## src/rtl/vga_pixel_capture.sv

```systemverilog
// Pixel tap for the VGA output path: decimates visible pixels, tags start of
// frame, and buffers samples in a show-ahead FIFO with overflow accounting.
module vga_pixel_capture #(
  parameter int unsigned COLOR_W = 8,
  parameter int unsigned DECIM   = 4,
  parameter int unsigned DEPTH   = 16,
  parameter bit          VS_POL  = 1'b0,
  parameter int unsigned CNT_W   = 16
) (
  input  logic                           clk,
  input  logic                           reset,
  input  logic                           enable,
  input  logic                           visible,
  input  logic                           hsync,
  input  logic                           vsync,
  input  logic [COLOR_W-1:0]             red,
  input  logic [COLOR_W-1:0]             green,
  input  logic [COLOR_W-1:0]             blue,
  input  logic                           out_ready,
  output logic                           out_valid,
  output logic [3*COLOR_W+2:0]           out_data,
  output logic [$clog2(DEPTH):0]         level,
  output logic                           overflow,
  input  logic                           clr_ovf,
  output logic [CNT_W-1:0]               drop_count
);

  localparam int unsigned DATA_W = 3 * COLOR_W + 3;
  localparam int unsigned AW     = $clog2(DEPTH);
  localparam int unsigned PW     = AW + 1;
  localparam int unsigned DCW    = (DECIM > 1) ? $clog2(DECIM) : 1;
  localparam logic [DCW-1:0] DECIM_LAST = DCW'(DECIM - 1);
  localparam logic [PW-1:0]  FULL_LVL   = PW'(DEPTH);

  // Storage and pointers (one extra wrap bit distinguishes full from empty)
  logic [DATA_W-1:0] mem_q [DEPTH];
  logic [PW-1:0]     wr_ptr_q, wr_ptr_d;
  logic [PW-1:0]     rd_ptr_q, rd_ptr_d;
  logic [PW-1:0]     count_c, count_next_c;

  // Output-facing registers
  logic              out_valid_q, out_valid_d;
  logic [DATA_W-1:0] head_q, head_d;
  logic [PW-1:0]     level_q, level_d;
  logic              overflow_q, overflow_d;
  logic [CNT_W-1:0]  drop_cnt_q, drop_cnt_d;

  // Decimation and frame tagging
  logic [DCW-1:0]    decim_cnt_q, decim_cnt_d;
  logic              sof_pend_q, sof_pend_d;
  logic              vs_act_q;

  logic              vs_act_c;
  logic              vs_edge_c;
  logic              sample_c;
  logic              pop_c;
  logic              full_c;
  logic              push_c;
  logic              drop_c;
  logic [DATA_W-1:0] sample_data_c;

  // Sync edge detect and sample formation
  always_comb begin
    vs_act_c      = (vsync == VS_POL);
    vs_edge_c     = vs_act_c & ~vs_act_q;
    sample_c      = enable & visible & (decim_cnt_q == DECIM_LAST);
    sample_data_c = {sof_pend_q | vs_edge_c, hsync, vsync, red, green, blue};
  end

  // Decimation counter and pending start-of-frame next state
  always_comb begin
    decim_cnt_d = decim_cnt_q;
    sof_pend_d  = sof_pend_q;
    if (!enable) begin
      decim_cnt_d = '0;
    end else if (visible) begin
      decim_cnt_d = sample_c ? '0 : decim_cnt_q + DCW'(1);
    end
    // A sample taken on the edge cycle consumes the tag immediately
    if (sample_c) begin
      sof_pend_d = 1'b0;
    end else if (vs_edge_c) begin
      sof_pend_d = 1'b1;
    end
  end

  // FIFO control: push/pop arbitration, pointers and registered head
  always_comb begin
    count_c      = wr_ptr_q - rd_ptr_q;
    full_c       = (count_c == FULL_LVL);
    pop_c        = out_valid_q & out_ready;
    push_c       = sample_c & (~full_c | pop_c);
    drop_c       = sample_c & full_c & ~pop_c;
    wr_ptr_d     = wr_ptr_q + PW'(push_c);
    rd_ptr_d     = rd_ptr_q + PW'(pop_c);
    count_next_c = wr_ptr_d - rd_ptr_d;
    level_d      = count_next_c;
    out_valid_d  = (count_next_c != '0);
    head_d       = '0;
    if (count_next_c != '0) begin
      // New head is the sample being written this cycle when it lands at rd
      if (push_c && (rd_ptr_d[AW-1:0] == wr_ptr_q[AW-1:0])) begin
        head_d = sample_data_c;
      end else begin
        head_d = mem_q[rd_ptr_d[AW-1:0]];
      end
    end
  end

  // Overflow flag and saturating drop counter; clear wins over a drop
  always_comb begin
    overflow_d = overflow_q;
    drop_cnt_d = drop_cnt_q;
    if (clr_ovf) begin
      overflow_d = 1'b0;
      drop_cnt_d = '0;
    end else if (drop_c) begin
      overflow_d = 1'b1;
      if (drop_cnt_q != '1) begin
        drop_cnt_d = drop_cnt_q + CNT_W'(1);
      end
    end
  end

  // Sample storage (contents are don't-care until pointers cover them)
  always_ff @(posedge clk) begin
    if (push_c) begin
      mem_q[wr_ptr_q[AW-1:0]] <= sample_data_c;
    end
  end

  // Control and output registers
  always_ff @(posedge clk or negedge reset) begin
    if (!reset) begin
      wr_ptr_q    <= '0;
      rd_ptr_q    <= '0;
      out_valid_q <= 1'b0;
      head_q      <= '0;
      level_q     <= '0;
      overflow_q  <= 1'b0;
      drop_cnt_q  <= '0;
      decim_cnt_q <= '0;
      sof_pend_q  <= 1'b1;
      vs_act_q    <= 1'b0;
    end else begin
      wr_ptr_q    <= wr_ptr_d;
      rd_ptr_q    <= rd_ptr_d;
      out_valid_q <= out_valid_d;
      head_q      <= head_d;
      level_q     <= level_d;
      overflow_q  <= overflow_d;
      drop_cnt_q  <= drop_cnt_d;
      decim_cnt_q <= decim_cnt_d;
      sof_pend_q  <= sof_pend_d;
      vs_act_q    <= vs_act_c;
    end
  end

  assign out_valid  = out_valid_q;
  assign out_data   = head_q;
  assign level      = level_q;
  assign overflow   = overflow_q;
  assign drop_count = drop_cnt_q;

endmodule

```

## config.mk

```make
export PLATFORM = sky130hd
export DESIGN_NAME = vga_pixel_capture
export DESIGN_NICKNAME = d
export VERILOG_FILES = /design/src/rtl/vga_pixel_capture.sv
export SDC_FILE = /design/constraint.sdc
export NUM_CORES = 1
export LEC_CHECK = 0
export BUFFER_PORTS_ARGS = -buffer_cell sky130_fd_sc_hd__buf_4
export CAP_MARGIN = 40
export CORE_MARGIN = 2
export CORE_UTILIZATION = 40
export CTS_BUF_LIST = sky130_fd_sc_hd__clkbuf_4
export CTS_CLUSTER_DIAMETER = 100
export DETAILED_ROUTE_END_ITERATION = 12
export GPL_ROUTABILITY_DRIVEN = 0
export GPL_TIMING_DRIVEN = 0
export PLACE_DENSITY_LB_ADDON = 0.3
export SYNTH_ARGS = -nofsm -noshare
export SYNTH_HDL_FRONTEND = slang
export SYNTH_SLANG_ARGS = --single-unit
```

## constraint.sdc

```tcl
create_clock -name clk -period 11.4 [get_ports clk]
set_clock_uncertainty 0.05 [all_clocks]
set_input_delay 1.71 -clock clk [delete_from_list [all_inputs] [get_ports clk]]
set_output_delay 1.71 -clock clk [all_outputs]
set_load 0.005 [all_outputs]
```

# Word level (Yosys, flattened, before mapping)
# Memories as Yosys holds them, arrays and structs flattened.
# Index checks and enable logic that the tools add are counted.
# totals
mem_bits_rw	432
elab_cells	55
register_bits	64
mem_count	1
# classes
bitwise_logic	13
n_eq_ne	5
reduce_logical	6
muxes	14
n_addsub	6
# memory_table
name	words	word_bits	rd	rd_clocked_by_memory_dff	write_ports	line_no	text
mem_q	16	27	1	0	1	36	logic [DATA_W-1:0] mem_q [DEPTH];
# op_table
op	count
$mux 27	2
$mux 16	3
$add 16x1->16 const B	1
$ne 16x16->1 const B	1
$add 5x1->5	2
$sub 5x5->5	2
$and 1x1->1	7
$mux 1	6
$mux 2	3
$reduce_bool 2->1	3
$eq 5x5->1 const B	1
$reduce_bool 5->1	1
$eq 4x4->1	1
$not 1->1	4
$add 2x1->2 const B	1
$eq 2x2->1 const B	1
$ne 2x1->1 const B	1
$or 1x1->1	2
$reduce_and 2->1	1
$logic_and 1x1->1	1

# Longest topological paths before layout
# Gate-level depths: netlist of the first run.
# depth
depth_word	9
mapped_depth	16

# Worst setup path before layout of the first run
# OpenSTA, ideal clock, no wires.
# synth_timing
path_kind	in2reg
start	in out_ready
end	reg head_q[25], in the netlist out_data[25]
setup_slack_ps	6338
required_ps	11229
setup_time_ps	121
arrival_time_ps	4892
cell_stages	14
cell_sequence	and2_1 > ha_1 > ha_1 > buf_2 > buf_1 > buf_2 > inv_1 > fa_1 > a21o_1 > a21oi_1 > xor3_1 > nor4_4 > buf_6 > a21oi_1
# synth_via
elab_cells_between_ends	12
classes_between	3 x add/sub; 1 x eq/ne; 2 x mux; 3 x bitwise; 2 x reduce/logical; 1 x memory
# synth_lines
item	line_no	text
from (decl)	19	input logic out_ready,
$and 1x1->1	91	pop_c = out_valid_q & out_ready;
$add 5x1->5	95	rd_ptr_d = rd_ptr_q + PW'(pop_c);
via rd_ptr_d[1]	38	logic [PW-1:0] rd_ptr_q, rd_ptr_d;
$sub 5x5->5	96	count_next_c = wr_ptr_d - rd_ptr_d;
via count_next_c[4]	39	logic [PW-1:0] count_c, count_next_c;
$reduce_bool 5->1	100	if (count_next_c != '0) begin
$mux 27	100	
via head_d[25]	43	logic [DATA_W-1:0] head_q, head_d;
to (signal assigned)	138	head_q <= '0;
to (signal assigned)	149	head_q <= head_d;
to (decl)	43	
# The timed path passes the listed nets, and every way through them passes these cells.
# A chain may end at the register's enable or synchronous reset.

# Worst setup path in the final report of the first run
# layout_timing
start	in out_ready
end	reg head_q[11], in the netlist out_data[11]
# The elaborated chain is that of the path after synthesis.

==> impl_results.md, run 1 <==
- Status: completed
- Synth async-reset ratio: 12.90%
- Critical-path top delay cell: buf_1
- Total global routing overflow: 0
- Post-CTS setup buffers: 0
- CP max FO: 10
- Vias in the first global route: around 11000
- Kind of critical path: input pin to flip-flop
- Post-route insts no fill: between 2000 and 2500
- Critical Path Start Type: input pin
- Core Area: 0.04895 mm²
- CTS Sinks: 496
- Synthesized area: 0.01982 mm²
- Critical Path Max Stage Delay: 0.63 ns
- Pwr per Cell Area: 249.2 mW/mm²
- WP data arrival: slightly below 6 ns
- Final min period: 5.243 ns
- Sum of buffers and inverters on the critical path: 7
- Syn Nets: 1049
- Register bit total from synthesis: slightly below 500
- Syn_area_per_cell: 19.80 µm²
- Routed Antenna Nets: 0
- Clock slew at reported path FFs: 0.06 ns
- Effective utilization at floorplan: about two fifths
- IO Count: 82
- Die Area: 0.05135 mm²
- PnR worst setup slack: roughly 6.2 ns
- Worst r2r dst: out_data[11]
- Avg Vias per Cell: 5.178
- Max VDD drop: 0.0001238 V
- Req. time, crit path: about 12 ns
- EDFF count, synth: ~430
- Die Height: roughly 230 µm
- Max Slew Vio Count: 0
- Static Leakage: about 8.4 nW
- # rows: 81
- Place WS: 5.224 ns
- Placement Cell Area: 0.02184 mm²
- Setup crit start: out_ready
- Synth Warn #: 0
- Initial antenna violation count: 2
- Hold Slack: 0.4675 ns
- Slew margin rel.: 43.27%
- RSZ-0062 raised after global routing: no
- Clk_lat worst skew: 0.94 ns
- Count of unique library cells instantiated by Yosys: 61
- Hold path startpoint: overflow
- Cts repair resizes: 0
- GRT Overall Usage: 18.05%
- Num CTS Buffers: 133
- Top delay family on crit path: buffers and inverters
- Root Buffer: clkbuf_4
- Sw Ratio: a little under a third
- Post-synthesis sequential area ratio: approximately three quarters
- Clk pwr share: 27.7%
- DP Cell Count: 1778
- Tightest Pin Transition: 0.8463 ns
- Largest net degree at the start of global routing: 34
- Post-Route Setup TNS: 0 ns
- Clk buf depth: 3
- Final wirelength: 44180 µm
- DP HPWL: 28360 µm
- Worst min-delay path category: flip-flop to flip-flop
- CP Cell Sequence: buf_4 > and2_1 > ha_1 > ha_1 > buf_2 > buf_1 > buf_2 > inv_1 > fa_1 > a21o_1 > a21oi_1 > xor3_1 > nor4_4 > buf_6 > buf_6 > a21oi_1
- CTS tree: yes
- First-pass GRT wire length: 66030 µm
- FMAX: around 0.19 GHz
- Number of port buffers: 81
- WHS Endpoint: overflow
- Hold path depth: 1
- Final setup vio count: 0
- Average wire per standard cell: 21.91 µm
- Worst path depth: 16
- Final hold viol count: 0
- Flop pwr share: 35.6%
- Sw Pwr: 1.874 mW
- Mapped Cells: 1001
- Design area: 0.02364 mm²
- Via count: 10440
- Layout cells sized above 1: roughly two fifths
- CP Capture Type: flip-flop
- Max Cap Viol: 0
- Max H-tree Level: 4
- Die Wd: 226.6 µm
- # hold bufs at CTS: 0
- Combinational power share: between 30% and 40%
- Final period utilization: 45.99%
- Internal: 4.017 mW
- Iteration-0 DRC Markers: 882
- DRC Markers: 0
- Worst reg2reg startpoint: out_valid
- R2R depth: 15
- Top_reg_cell synth: edfxtp_1
- Reg2reg setup slack: 6.68 ns
- Pre-antenna DRT Iters: 7
- Synthesis-to-layout area growth: 19.25%
- Nets: roughly 1300
[metal layers]
metal | up-vias | GRT usage, % | share of wire (%)
li1 | 4651 | - | -
met1 | 5366 | 23.67 | 43
met2 | 352 | 28.82 | 49
met3 | 69 | 5.002 | 6.0
met4 | 0 | 6.791 | 2.0
met5 | - | 0 | 0
[layout by cell type, fill, tap and decap left out, types with 4 or more instances in the layout]
| master | Yosys | routed |
|---|---|---|
| edfxtp_1 | 432 | 432 |
| clkbuf_4 | 0 | 214 |
| mux4_2 | 108 | 108 |
| buf_4 | 4 | 96 |
| mux2i_1 | 83 | 83 |
| nand2_1 | 63 | 63 |
| dfrtp_1 | 63 | 63 |
| a21oi_1 | 40 | 40 |
| buf_2 | 23 | 23 |
| inv_1 | 15 | 15 |
| ha_1 | 15 | 15 |
| buf_6 | 4 | 12 |
| nor2_4 | 0 | 12 |
| o31ai_1 | 11 | 11 |
| clkbuf_1 | 10 | 10 |
| nand3_1 | 10 | 10 |
| clkinv_1 | 0 | 9 |
| xor2_1 | 8 | 8 |
| or4_1 | 8 | 8 |
| buf_12 | 0 | 8 |
| buf_1 | 6 | 6 |
| and2_1 | 5 | 5 |
| nor2_1 | 17 | 5 |
| nor3_2 | 1 | 5 |
| nor2b_1 | 5 | 5 |
| buf_16 | 0 | 5 |
| xnor2_1 | 4 | 4 |
| and3_1 | 4 | 4 |
| nand4_1 | 4 | 4 |
| inv_2 | 0 | 4 |
[through the flow]
stage	total power [mW]	util, %
after detailed placement	4.341	44.62
final	5.891	48.29
after CTS	5.996	48.27
after floorplan	3.664	-
after global placement	4.311	43.43
after global routing	6.243	48.29
[worst max-delay path by stage]
| stage | end | slack (ns) |
|---|---|---|
| after global placement | mem_q[2][14] | 3.81 |
| final | out_data[11] | 6.16 |
| after floorplan | out_data[25] | 6.34 |
| after CTS | out_data[11] | 6.24 |
| after global routing | out_data[11] | 6.01 |
| after detailed placement | out_data[8] | 5.22 |
[cells by family after synthesis]
logic type	count (synthesis)	synth area share, %
muxes	193	16.58
and+or+nand+nor	145	3.850
DFF	496	73.53
buffers and inverters	62	1.546
xor gates and xnor gates	17	1.048
adders and majority gates	16	1.048
AOI/OAI and AO/OA	72	2.405
[cells in the mapped netlist, types with 4 or more instances]
master	number	area, µm²
nor2_1	17	63.81
buf_1	6	22.52
or4_1	8	60.06
a21oi_1	40	200.2
xnor2_1	4	35.03
nand3_1	10	50.05
nor3_1	6	30.03
inv_1	15	56.30
xor2_1	8	70.07
buf_2	23	115.1
nor2b_1	5	31.28
buf_4	4	30.03
o31ai_1	11	82.58
nand4_1	4	25.02
edfxtp_1	432	12970
and3_1	4	25.02
ha_1	15	187.7
and2_1	5	31.28
nand2_1	63	236.5
dfrtp_1	63	1577
mux4_2	108	2432
clkbuf_1	10	37.54
mux2i_1	83	830.8
buf_6	4	45.04
[state kept, by name, summed over array words and instances (netlist names)]
signal	count
mem_q	432
out_data	27
drop_count	16
level	5
rd_ptr_q	5
wr_ptr_q	5
decim_cnt_q	2
out_valid	1
overflow	1
sof_pend_q	1
vs_act_q	1
[power groups by stage]
stage          registers (mW)  logic [mW]  clock network (mW)
2_1_floorplan            2.13        1.53                   0
3_3_place_gp             2.13        2.18                   0
3_5_place_dp             2.13        2.21                   0
4_1_cts                  2.10        2.22                1.68
5_1_grt                  2.10        2.36                1.78
6_report                 2.09        2.17                1.63
[area by class of cell]
type | count | area [µm²]
diodes | 3 | 7.507
plain buffers | 47 | 250.2
clock buffers | 214 | 1607
clock inverters | 21 | 181.4
fillers | 4130 | 25310
inverters | 15 | 56.30
multi-input cells | 443 | 5051
flip-flops and latches | 496 | 14580
well taps | 664 | 830.8
repair buffers | 113 | 1079
Power figures use the tool's default switching activity.
==> run 2: changes to the inputs <==
==> constraint.sdc (replaced) <==
create_clock -name clk -period 5.02 [get_ports clk]
set_clock_uncertainty 0.05 [all_clocks]
set_input_delay 0.753 -clock clk [delete_from_list [all_inputs] [get_ports clk]]
set_output_delay 0.753 -clock clk [all_outputs]
set_load 0.005 [all_outputs]
==> run 2 against run 1 <==
Die area is the same. Largest cell class unchanged. First-iteration DRC count grew 5.7%. Clock-buffer cell count unchanged.
==> impl_results.md, run 2 (synthesized netlist as in run 1, its figures left out) <==
- Clk buf depth: 3
- Sw Pwr: 4.264 mW
- Max reg flops: 432
- IO Count: just over 80
- Clk pwr share: 27.6%
- # rows: 81
- Commonest cells after routing, fill and taps aside: edfxtp_1, clkbuf_4, mux4_2
- Die Wd: 226.6 µm
- Cts repair resizes: 0
- Final wirelength: approximately 44000 µm
- Internal: 9.136 mW
- Avg Vias per Cell: slightly above 5
- Combinational power share: 36.9%
- Gr busiest metal: met2
- Die Height: 226.6 µm
- Critical-path top delay cell: buf_1
- Total global routing overflow: 0
- DP HPWL: 28360 µm
- Worst min-delay path category: input pin to flip-flop
- Met2 GRT Util: about 29%
- Number of port buffers: 81
- Pre-antenna DRT Iters: 5
- Tightest Pin Transition: approximately 0.84 ns
- Req. time, crit path: 5.74 ns
- Via count: 10510
- Slew margin rel.: a little over two fifths
- Vias in the first global route: 11020
- FMAX: 0.2126 GHz
- Final setup vio count: 0
- CP Cell Sequence: and2_1 > ha_1 > ha_1 > buf_2 > buf_1 > buf_2 > inv_1 > fa_1 > a21o_1 > a21oi_1 > xor3_1 > nor4_4 > buf_6 > buf_6 > a21oi_1
- CP max FO: 10
- Effective utilization at floorplan: 40.50%
- Max H-tree Level: 4
- Pwr per Cell Area: ~560 mW/mm²
- Met1 Usage GRT: 23.79%
- Setup crit start: out_valid
- Die Area: 0.05135 mm²
- Num CTS Buffers: 133
- DP Cell Count: 1778
- Max Cap Viol: 0
- Layout cells sized above 1: roughly 37%
- Hold path startpoint: blue[2]
- Core Area: 0.04895 mm²
- Static Leakage: about 8.5 nW
- Clk_lat worst skew: 0.94 ns
- Sw Ratio: 31.82%
- Critical Path Start Type: flip-flop
- Final hold viol count: 0
- Worst reg2reg startpoint: out_valid
- Iteration-0 DRC Markers: 932
- Layout Utilization: 48.80%
- Post-route insts no fill: a little over 2000
- WP data arrival: 5.42 ns
- Synthesis-to-layout area growth: 20.51%
- Hold Slack: 0.1226 ns
- Critical Path Max Stage Delay: 0.63 ns
- CTS tree: yes
- Kind of critical path: flip-flop to flip-flop
- First-pass GRT wire length: around 66000 µm
- Max VDD drop: between 0.0002 and 0.0003 V
- GRT Overall Usage: 18.13%
- Largest net degree at the start of global routing: 34
- Most common library cell in the layout ignoring fill and taps: edfxtp_1
- Final min period: 4.705 ns
- Final period utilization: 93.72%
- Initial antenna violation count: 2
- Nets: 1322
- Average wire per standard cell: roughly 22 µm
- GR Util met3: 4.989%
- Routed Antenna Nets: 0
- # hold bufs at CTS: 25
- DRC Markers: 0
- Design area: 0.02389 mm²
- Root Buffer: clkbuf_4
- Placement Cell Area: roughly 0.022 mm²
- Top delay family on crit path: buffers and inverters
- Max Slew Vio Count: 0
- Post-CTS setup buffers: 0
- CP Capture Type: flip-flop
- Clock slew at reported path FFs: 0.06 ns
- Flop pwr share: 35.5%
- Status: completed
- CTS Sinks: 496
- Sum of buffers and inverters on the critical path: 6
- RSZ-0062 raised after global routing: no
run 2: changes by cell type in the layout (fill, tap and decap cells not counted), sizes merged:
cell / before / now
dlygate4sd3: 0 / 25
run 2: stage by stage:
stage | TNS (ns) | total power, mW | worst slack, ns
floorplan | 0 | 8.321 | 0.9147
finish | 0 | 13.40 | 0.3153
global route | 0 | 14.20 | 0.05067
global placement | -204.56 | 9.790 | -1.780
CTS | 0 | 13.63 | 0.2672
detailed placement | -2.104 | 9.859 | -0.1994
run 2: worst register-to-register path, delay by kind of cell (launching register included):
| kind | cells | cell delay (ns) |
|---|---|---|
| AOI/OAI and AO/OA | 3 | 0.45 |
| DFF | 1 | 0.37 |
| xor gates and xnor gates | 1 | 0.32 |
| buffers and inverters | 6 | 1.89 |
| adders and majority gates | 3 | 0.97 |
| and+or+nand+nor | 2 | 0.54 |
run 2: layout make-up:
class	count	area, µm²
Multi-Input combinational cell	443	5051
Tap cell	664	830.8
Timing Repair Buffer	138	1329
Antenna cell	3	7.507
Buffer	47	250.2
Inverter	15	56.30
Sequential cell	496	14580
Clock inverter	21	181.4
Fill cell	4117	25060
Clock buffer	214	1607
run 2: power by group through the flow:
stage | logic, mW | clock network (mW) | registers, mW
detailed placement | 5.02 | 0 | 4.84
floorplan | 3.48 | 0 | 4.85
CTS | 5.06 | 3.82 | 4.76
global route | 5.38 | 4.05 | 4.77
global placement | 4.94 | 0 | 4.85
finish | 4.94 | 3.70 | 4.76
run 2: path summary, 6_finish.rpt:
kind | endpoint | depth (start not counted) | slack, ns
min in group asynchronous | drop_count[0] | 2 | 0.30
worst max-delay path | out_data[11] | 15 | 0.32
worst min-delay path | mem_q[3][2] | 1 | 0.12
worst max register to register | out_data[11] | 15 | 0.32
max in group asynchronous | sof_pend_q | 3 | 3.98
worst min register to register | overflow | 1 | 0.47
run 2: metal layers:
metal	part of all wire [%]	up-vias
li1	-	4696
met1	43	5386
met2	49	363
met3	6.2	67
met4	1.9	0
met5	0	-
